`src/rtl/state_dump_reader.sv`:
```
// state_dump_reader
//   After a program run, walks the register file and then data memory
//   through their debug read ports and streams every word out over a
//   valid/ready interface. Words go to a checker, logger or host link
//   that compares the final architectural state against expected images.
//   The block only reads; it drives no write enables.
//
// Ports
//   clk, rst_n   clock, asynchronous active-low reset
//   start        one-cycle dump request, honoured only when idle
//   rf_raddr     register-file debug read address (RF phase only, else 0)
//   rf_rdata     register-file read data, combinational from rf_raddr
//   ram_raddr    data-memory debug word address (RAM phase only, else 0)
//   ram_rdata    data-memory read data, combinational from ram_raddr
//   dout_valid   output word valid
//   dout_ready   consumer accepts the word
//   dout_data    dumped word
//   dout_src     0 = register file, 1 = RAM
//   dout_idx     source index (RF index zero-extended)
//   busy         high from accepted start until the done cycle
//   done         one-cycle pulse after the final word is accepted
module state_dump_reader #(
  parameter int RF_WORDS  = 32,
  parameter int RAM_WORDS = 64,
  parameter int RAM_AW    = 6
) (
  input  logic              clk,
  input  logic              rst_n,
  input  logic              start,
  output logic [4:0]        rf_raddr,
  input  logic [31:0]       rf_rdata,
  output logic [RAM_AW-1:0] ram_raddr,
  input  logic [31:0]       ram_rdata,
  output logic              dout_valid,
  input  logic              dout_ready,
  output logic [31:0]       dout_data,
  output logic              dout_src,
  output logic [RAM_AW-1:0] dout_idx,
  output logic              busy,
  output logic              done
);

  typedef enum logic [2:0] {
    IDLE,
    DUMP_RF,
    DUMP_RAM,
    DRAIN,
    DONE
  } state_t;

  localparam logic [RAM_AW-1:0] RF_LAST  = RAM_AW'(RF_WORDS - 1);
  localparam logic [RAM_AW-1:0] RAM_LAST = RAM_AW'(RAM_WORDS - 1);

  state_t              state_q, state_d;
  logic [RAM_AW-1:0]   idx_q, idx_d;
  logic                dout_valid_q, dout_valid_d;
  logic [31:0]         dout_data_q, dout_data_d;
  logic                dout_src_q, dout_src_d;
  logic [RAM_AW-1:0]   dout_idx_q, dout_idx_d;
  logic                load;

  always_comb begin
    state_d      = state_q;
    idx_d        = idx_q;
    dout_valid_d = dout_valid_q;
    dout_data_d  = dout_data_q;
    dout_src_d   = dout_src_q;
    dout_idx_d   = dout_idx_q;
    rf_raddr     = '0;
    ram_raddr    = '0;

    // A new word may enter the output register when it is empty or when
    // the word it holds is being accepted this cycle.
    load = ((state_q == DUMP_RF) || (state_q == DUMP_RAM)) &&
           (!dout_valid_q || dout_ready);

    if (state_q == DUMP_RF)  rf_raddr  = idx_q[4:0];
    if (state_q == DUMP_RAM) ram_raddr = idx_q;

    case (state_q)
      IDLE: begin
        if (start) begin
          state_d = DUMP_RF;
          idx_d   = '0;
        end
      end
      DUMP_RF: begin
        if (load) begin
          dout_data_d  = rf_rdata;
          dout_src_d   = 1'b0;
          dout_idx_d   = idx_q;
          dout_valid_d = 1'b1;
          // Terminal compare before increment: the counter never wraps.
          if (idx_q == RF_LAST) begin
            state_d = DUMP_RAM;
            idx_d   = '0;
          end else begin
            idx_d = idx_q + 1'b1;
          end
        end
      end
      DUMP_RAM: begin
        if (load) begin
          dout_data_d  = ram_rdata;
          dout_src_d   = 1'b1;
          dout_idx_d   = idx_q;
          dout_valid_d = 1'b1;
          if (idx_q == RAM_LAST) begin
            state_d = DRAIN;
            idx_d   = '0;
          end else begin
            idx_d = idx_q + 1'b1;
          end
        end
      end
      DRAIN: begin
        // Last word sits in the output register until it is accepted.
        if (dout_valid_q && dout_ready) begin
          dout_valid_d = 1'b0;
          state_d      = DONE;
        end
      end
      DONE: begin
        state_d = IDLE;
      end
      default: begin
        state_d = IDLE;
      end
    endcase
  end

  always_ff @(posedge clk or negedge rst_n) begin
    if (!rst_n) begin
      state_q      <= IDLE;
      idx_q        <= '0;
      dout_valid_q <= 1'b0;
      dout_data_q  <= '0;
      dout_src_q   <= 1'b0;
      dout_idx_q   <= '0;
    end else begin
      state_q      <= state_d;
      idx_q        <= idx_d;
      dout_valid_q <= dout_valid_d;
      dout_data_q  <= dout_data_d;
      dout_src_q   <= dout_src_d;
      dout_idx_q   <= dout_idx_d;
    end
  end

  assign dout_valid = dout_valid_q;
  assign dout_data  = dout_data_q;
  assign dout_src   = dout_src_q;
  assign dout_idx   = dout_idx_q;
  assign busy       = (state_q == DUMP_RF) || (state_q == DUMP_RAM) ||
                      (state_q == DRAIN);
  assign done       = (state_q == DONE);

endmodule

```
`config.mk`:
```
export PLATFORM = sky130hd
export DESIGN_NAME = state_dump_reader
export DESIGN_NICKNAME = d
export VERILOG_FILES = /design/src/rtl/state_dump_reader.sv
export SDC_FILE = /design/constraint.sdc
export NUM_CORES = 1
export LEC_CHECK = 0
export ABC_AREA = 1
export CAP_MARGIN = 20
export CORE_MARGIN = 2
export CORE_UTILIZATION = 44
export DETAILED_ROUTE_END_ITERATION = 8
export HOLD_SLACK_MARGIN = 0.15
export PLACE_DENSITY = 0.85
export SYNTH_ARGS = -nofsm -noshare
export SYNTH_HDL_FRONTEND = slang
export SYNTH_SLANG_ARGS = --single-unit
```
`constraint.sdc`:
```
create_clock -name clk -period 3.8 [get_ports clk]
set_input_delay 0.76 -clock clk [delete_from_list [all_inputs] [get_ports clk]]
set_output_delay 0.76 -clock clk [all_outputs]
set_load 0.01 [all_outputs]
```
# Yosys cells after proc, flatten, opt, wreduce, memory -nomap -nowiden
# Index checks and enable logic that the tools add are counted.
[op_classes] addsub=1 n_eq_ne=13 n_mux=23 n_reduce_logical=16
[op_table] operator="$mux W32" count=2
[op_table] operator="$pmux W32 S2" count=1
[op_table] operator="$mux W6" count=6
[op_table] operator="$mux W3" count=6
[op_table] operator="$pmux W6 S3" count=1
[op_table] operator="$pmux W3 S4" count=1
[op_table] operator="$ne A2 B2 Y1 const B" count=4
[op_table] operator="$add A6 B1 Y6 const B" count=1
[op_table] operator="$eq A3 B2 Y1 const B" count=2
[op_table] operator="$eq A6 B5 Y1 const B" count=1
[op_table] operator="$eq A6 B6 Y1 const B" count=1
[op_table] operator="$ne A2 B1 Y1 const B" count=3
[op_table] operator="$reduce_and A3 Y1" count=2
[op_table] operator="$reduce_and A6 Y1" count=1
[op_table] operator="$mux W5" count=1
[op_table] operator="$pmux W1 S2" count=2
[op_table] operator="$reduce_and A4 Y1" count=1
[op_table] operator="$reduce_bool A2 Y1" count=2
[op_table] operator="$eq A3 B1 Y1 const B" count=1
[op_table] operator="$eq A3 B3 Y1 const B" count=1
[op_table] operator="$logic_not A3 Y1" count=1
[op_table] operator="$logic_or A1 B1 Y1" count=3
[op_table] operator="$mux W1" count=3
[op_table] operator="$reduce_bool A3 Y1" count=1
[op_table] operator="other kinds (4)" count=5
[word_totals] elab_cells=59 out_inout_bits=53 regBits=49

# Logic depth before layout (Yosys ltp)
# Gate-level depths: netlist of the first run.
[logic_depth] ltp_word=5 mapped_depth=11 mapped_depth_nobuf=10

# Worst setup path after synthesis of the first run
# Ideal clock, no wire load.
[synth_path] path_type="reg-to-output" startpoint="reg state_q[0]" endpoint="out ram_raddr[0]" arrival_ns=1.023 required_ns=3.040 stages_incl_launch_ff=5 path_slack_ns=2.017 path_buffers=1 path_cell_list="dfrtp_1 nor2_4 nand2_4 buf_2 nor2_1"
[synth_via] elab_chain_len=2
[synth_rtl] element="start, declared" line="54" text="state_t state_q, state_d;"
[synth_rtl] element="start signal, assigned" line="141" text="state_q <= state_d;"
[synth_rtl] element="$eq A3 B2 Y1" line="78" text="if (state_q == DUMP_RAM) ram_raddr = idx_q;"
[synth_rtl] element="$mux W6" line="78"
[synth_rtl] element="end, declared" line="32" text="output logic [RAM_AW-1:0] ram_raddr,"
# No other way between the ends.

# Worst setup path after layout of the first run
# Ends and elaborated chain as after synthesis.

==> flow_summary.toml, run 1 <==
[run]
cap_violations = 0

[cts]
holdBufCountCts = 0
h-tree-depth = 2
clkLatencyLatePin_ns = 0.29
numCtsBuffers = 5
cts_resized = 0
path_clk_slew_ns = 0.08
cts_root_buffer = "clkbuf_8"
post-cts-setup-buffer-count = 0
cts_tree = "yes"
clockBufferDepth = 2
cts.sinks = 49

[finish]
regArea_um2 = 1230
drive_gt1_frac = 0.0447
antennaDiodeCount = 0
nets = 493
num-fill-cells = 475
fin_area_um2 = 3800
layout-area-overhead-vs-synth_pct = 53.6
multiInputGateArea_um2 = 1080

[logic_synthesis]
async_flop_share = 1.00
syn_inst = 312
synth_top_area_frac = 0.496
synth_common_cells = "nor2_1 (84), nand2_1 (74), dfrtp_1 (49)"
synthDistinctLibCells = 24
netlist_top_cells_area = "dfrtp_1 (50%), nor2_1 (13%), nand2_1 (11%)"
synthFlopType = "dfrtp_1"
yosysTopAreaCell = "dfrtp_1"
synthesis.area_um2 = 2470
yosysWarningCount = 0
syn_avg_cell_area_um2 = 7.92
synth_nets = 381
synth.most_common_cell = "nor2_1"
ys_seq_area_frac = 0.496
ys_seq_elements = 49
synth_edf_count = 0

[global_routing]
grt_pass1_vias = 2363
grt_max_degree = 47
grt_first_pass_wirelength_mm = 11.1
overflow = 0
antenna_found_initial = 0
grt.total_usage = 0.222

[routing]
drc = 0
first_pass_iters = 5
via_per_inst = 5.12
wire_per_inst_um = 13.8
wl_met3_um = 441
antenna_left = 0
wl_met2_mm = 3.43
drt_iter0_drc = 163
wl_met1_mm = 2.96
highest_layer = "met4"
totalWireLength_mm = 6.86
num_vias = 2547

[power]
p_sw_w = 0.00110
p_clk_frac = 0.140
netSwitchingFraction = 0.406
cellPowerDensity_nw_per_um2 = 714
p_comb_frac = 0.533
internal_power_w = 0.00161
vdd_drop_max_mv = 0.524
leakage_nw = 1.68
seqPwrFrac = 0.327

[die]
num_rows = 27
start_util = 0.452
fp.coreArea_um2 = 5470
die_x_um = 79.0
io_pins = 121
die_area_um2 = 6230
die_y_um = 79.0

[setup_path]
worstPathMaxFanout = 46
endpoint_kind = "output port"
crit_path_start_kind = "flop"
arrival_ns = 2.03
crit_required_ns = 3.04
crit_type = "flop to output port"

[placement]
port_buffers = 120
place_congestion = 0.926
dp_hpwl_mm = 4.94
post_dp_cell_area_um2 = 3680

[sta]
rsz0062_at_grt = "false"
max_freq_ghz = 0.358
tightest_slew_ns = 0.607
drv_slew = 0
finalCritPeriodShare = 0.734
final-hold-violation-count = 0
setup-tns-final_ns = 0
setup_viol_count_final = 0
skew_ns = 0.00226
max_slew_margin = 0.594
fin_hold_ws_ns = 0.344
fin_crit_ns = 2.79

[status]
status = "completed"

[worst_hold_path]
hold_class = "primary input to async pin"
[sequential cells by signal, indices dropped and copies added (netlist names)]
register,flops
dout_data,32
dout_idx,6
dout_src,1
idx_q,6
dout_valid,1
state_q,3
[cell type report]
cell class,instances,area share
Sequential cell,49,0.323
Tap cell,72,0.0237
Clock inverter,1,0.00791
Inverter,15,0.0148
Timing Repair Buffer,122,0.322
Multi-Input combinational cell,231,0.286
Clock buffer,7,0.0227
[routing by layer]
metal  global-route usage  vias to the layer above
li1                     -                     1241
met5                    0                        -
met3               0.0341                        5
met2                0.380                      103
met1                0.300                     1198
met4               0.0466                        0
[metrics by stage]
step	cells	util	setup WS, ns	total power [W]
finish	497	0.694	1.01	0.00271
detailed placement	489	0.673	1.17	0.00234
CTS	497	0.694	1.00	0.00273
global placement	488	0.669	1.22	0.00230
global route	497	0.694	0.841	0.00294
floorplan	312	-	2.02	0.00174
[final timing paths]
path                                           start                   endpoint  slack [ns]  depth (start not counted)
max                           state_q[0]$_DFFE_PN0P_               ram_raddr[0]        1.01                          4
min                                            rst_n  dout_data[22]$_DFFE_PN0P_        0.34                          1
max reg2reg                   state_q[0]$_DFFE_PN0P_    dout_idx[0]$_DFFE_PN0P_        1.35                          6
min reg2reg                dout_data[23]$_DFFE_PN0P_  dout_data[23]$_DFFE_PN0P_        0.49                          2
max in group asynchronous                      rst_n    dout_idx[1]$_DFFE_PN0P_        2.96                          2
min in group clk           dout_data[23]$_DFFE_PN0P_  dout_data[23]$_DFFE_PN0P_        0.49                          2
[cell families (layout without fill, tap and decap cells)]
| kind of cell | count (synthesis) | after routing | share of synthesized area |
|---|---|---|---|
| compound gates | 50 | 50 | 0.134 |
| buf+inv | 32 | 145 | 0.0653 |
| simple gates | 179 | 179 | 0.296 |
| flops | 49 | 49 | 0.496 |
| fa+ha+maj | 1 | 1 | 0.00506 |
| xor+xnor | 1 | 1 | 0.00354 |
[power groups by stage]
stage               registers [W]  clock network (W)  logic (W)
CTS                      0.000886           0.000388    0.00145
global route             0.000915           0.000411    0.00161
finish                   0.000886           0.000379    0.00144
detailed placement       0.000895                  0    0.00145
floorplan                0.000954                  0   0.000782
global placement         0.000887                  0    0.00141
[worst max-delay path, cell delays in order (launching register included)]
cell	delay (ns)
dfrtp_1	0.48
nor2_4	0.19
nand2_4	0.31
nor2_1	0.19
clkdlybuf4s50_1	0.57
[cell usage in the layout, fill, tap and decap left out, types with 2 or more instances in the layout]
master           Yosys  routed
clkdlybuf4s50_1      0     119
nand2_1             74      74
o21ai_0             13      13
nand3_2              2       2
dfrtp_1             49      49
nand3_1              8       8
clkbuf_8             0       6
inv_1               13      13
a21oi_1              3       3
nand4_1              4       4
o31ai_1             32      32
nor2_1              84      84
nand2_2              2       2
inv_2                2       2
(Power assumes the default switching activity.)
==> inputs of run 2 (changes only) <==
--- a/config.mk
+++ b/config.mk
@@ -8,10 +8,10 @@
 export ABC_AREA = 1
 export CAP_MARGIN = 20
 export CORE_MARGIN = 2
-export CORE_UTILIZATION = 44
+export CORE_UTILIZATION = 37
 export DETAILED_ROUTE_END_ITERATION = 8
 export HOLD_SLACK_MARGIN = 0.15
-export PLACE_DENSITY = 0.85
+export PLACE_DENSITY = 0.76
 export SYNTH_ARGS = -nofsm -noshare
 export SYNTH_HDL_FRONTEND = slang
 export SYNTH_SLANG_ARGS = --single-unit
==> constraint.sdc (replaced) <==
create_clock -name clk -period 2.5 [get_ports clk]
set_input_delay 0.5 -clock clk [delete_from_list [all_inputs] [get_ports clk]]
set_output_delay 0.5 -clock clk [all_outputs]
set_load 0.01 [all_outputs]
==> flow_summary.toml, run 2 (synthesis gave the netlist of run 1 again) <==
[status]
status = "finished with violations"
violations = "design-rule violations"

[routing]
first_pass_iters = 7
drt_iter0_drc = 135
drc = 11
totalWireLength_mm = 6.95
num_vias = 2489
wire_per_inst_um = 13.8
via_per_inst = 4.93
antenna_left = 0

[cts]
cts_root_buffer = "clkbuf_8"
cts.sinks = 49
cts_resized = 0
h-tree-depth = 2
clkLatencyLatePin_ns = 0.29
cts_tree = "yes"
path_clk_slew_ns = 0.08
clockBufferDepth = 2
numCtsBuffers = 5

[global_routing]
grt_first_pass_wirelength_mm = 11.3
grt_max_degree = 50
grt.total_usage = 0.189
grt_pass1_vias = 2341
antenna_found_initial = 0
overflow = 0

[setup_path]
crit_type = "flop to output port"
crit_path_start_kind = "flop"
path_delay_family = "simple AND/OR/NAND/NOR gates"
worstPathMaxFanout = 27
endpoint_kind = "output port"
arrival_ns = 1.89
cpPeakStageDelay_ns = 0.55
slowest_stage = "clkdlybuf4s50_1"
crit_buf_inv = 1
crit_required_ns = 2.00
crit_chain = "nor2_4 > nand2_4 > nor2_1 > clkdlybuf4s50_1"

[finish]
fin_util = 0.593
drive_gt1_frac = 0.0491
antennaDiodeCount = 0
layout-area-overhead-vs-synth_pct = 53.9
final_common_cell = "clkdlybuf4s50_1"
fin_area_um2 = 3810
nets = 497
final_cell_mix = "clkdlybuf4s50_1 (119), nor2_1 (84), nand2_1 (74)"
largest_reg_flops = 32

[sta]
final-hold-violation-count = 0
setup_viol_count_final = 0
max_slew_margin = 0.694
rsz0062_at_grt = "true"
tightest_slew_ns = 0.459
max_freq_ghz = 0.419
finalCritPeriodShare = 0.955
skew_ns = 0.00284
setup-tns-final_ns = 0
drv_slew = 0
fin_crit_ns = 2.39

[die]
fp.coreArea_um2 = 6420
start_util = 0.385
num_rows = 29
die_x_um = 85.7
io_pins = 121
die_y_um = 85.7
die_area_um2 = 7350

[placement]
dp_hpwl_mm = 5.13
place_congestion = 0.956
port_buffers = 120
post_dp_cell_area_um2 = 3710

[power]
cellPowerDensity_nw_per_um2 = 1070
power_w = 0.00406
vdd_drop_max_mv = 0.737
leakage_nw = 1.68

[run]
cap_violations = 0

[worst_hold_path]
hold_class = "flop to flop"
==> run 2: cell types whose count changed in the layout (fill, tap and decap cells not counted) <==
cell           delta
buf_4             +3
bufinv_16         -1
dlygate4sd3_1     +1
==> run 2: worst register-to-register path: cells and delay by family, from the launching register on <==
kind,cells,cell delay [ns]
compound gates,1,0.09
buf+inv,2,0.73
simple gates,5,0.71
flops,1,0.51
==> run 2: layout make-up <==
cell class                      count  area [um^2]
Fill cell                         607         2620
Timing Repair Buffer              126         1260
Sequential cell                    49         1230
Multi-Input combinational cell    231         1080
Tap cell                           77         96.3
Clock buffer                        7         86.3
Inverter                           15         56.3
==> run 2: stage by stage <==
step / instances / hold slack, ns / setup slack [ns]
6_report: 505 / 0.489 / 0.112
3_5_place_dp: 497 / 0.445 / 0.365
3_3_place_gp: 497 / 0.437 / 0.470
2_1_floorplan: 312 / 0.204 / 0.977
4_1_cts: 505 / 0.493 / 0.0906
5_1_grt: 505 / 0.511 / -0.00294
==> run 2: repair_timing <==
action,4_1_cts,5_1_grt
hold endpoints to repair,15,0
hold buffers,1,0
setup buffers,0,0
endpoints found under the setup margin,0,1
==> run 2: final timing paths <==
check | start | cells past startpoint | slack (ns) | end
worst max-delay path | state_q[0]$_DFFE_PN0P_ | 4 | 0.11 | ram_raddr[0]
worst min-delay path | dout_data[10]$_DFFE_PN0P_ | 2 | 0.49 | dout_data[10]$_DFFE_PN0P_
worst max register to register | state_q[0]$_DFFE_PN0P_ | 8 | 0.38 | dout_data[25]$_DFFE_PN0P_
worst min register to register | dout_data[10]$_DFFE_PN0P_ | 2 | 0.49 | dout_data[10]$_DFFE_PN0P_
max in group asynchronous | rst_n | 3 | 1.07 | dout_data[1]$_DFFE_PN0P_
min in group asynchronous | rst_n | 2 | 0.65 | dout_data[7]$_DFFE_PN0P_
==> run 2: power by group <==
part	switching [W]	internal [W]	total, W
Clock	0.000241	0.000220	0.000461
Combinational	0.00122	0.00104	0.00226
Sequential	0.000217	0.00112	0.00134
==> run 2: metal layers <==
layer	routed length, um	vias to the layer above	share of wire	track usage
met1	3090	1156	0.44	0.249
met5	0	-	0	0
li1	-	1251	-	-
met3	446	4	0.064	0.0414
met2	3380	78	0.49	0.328
met4	29	0	0.0042	0.0274
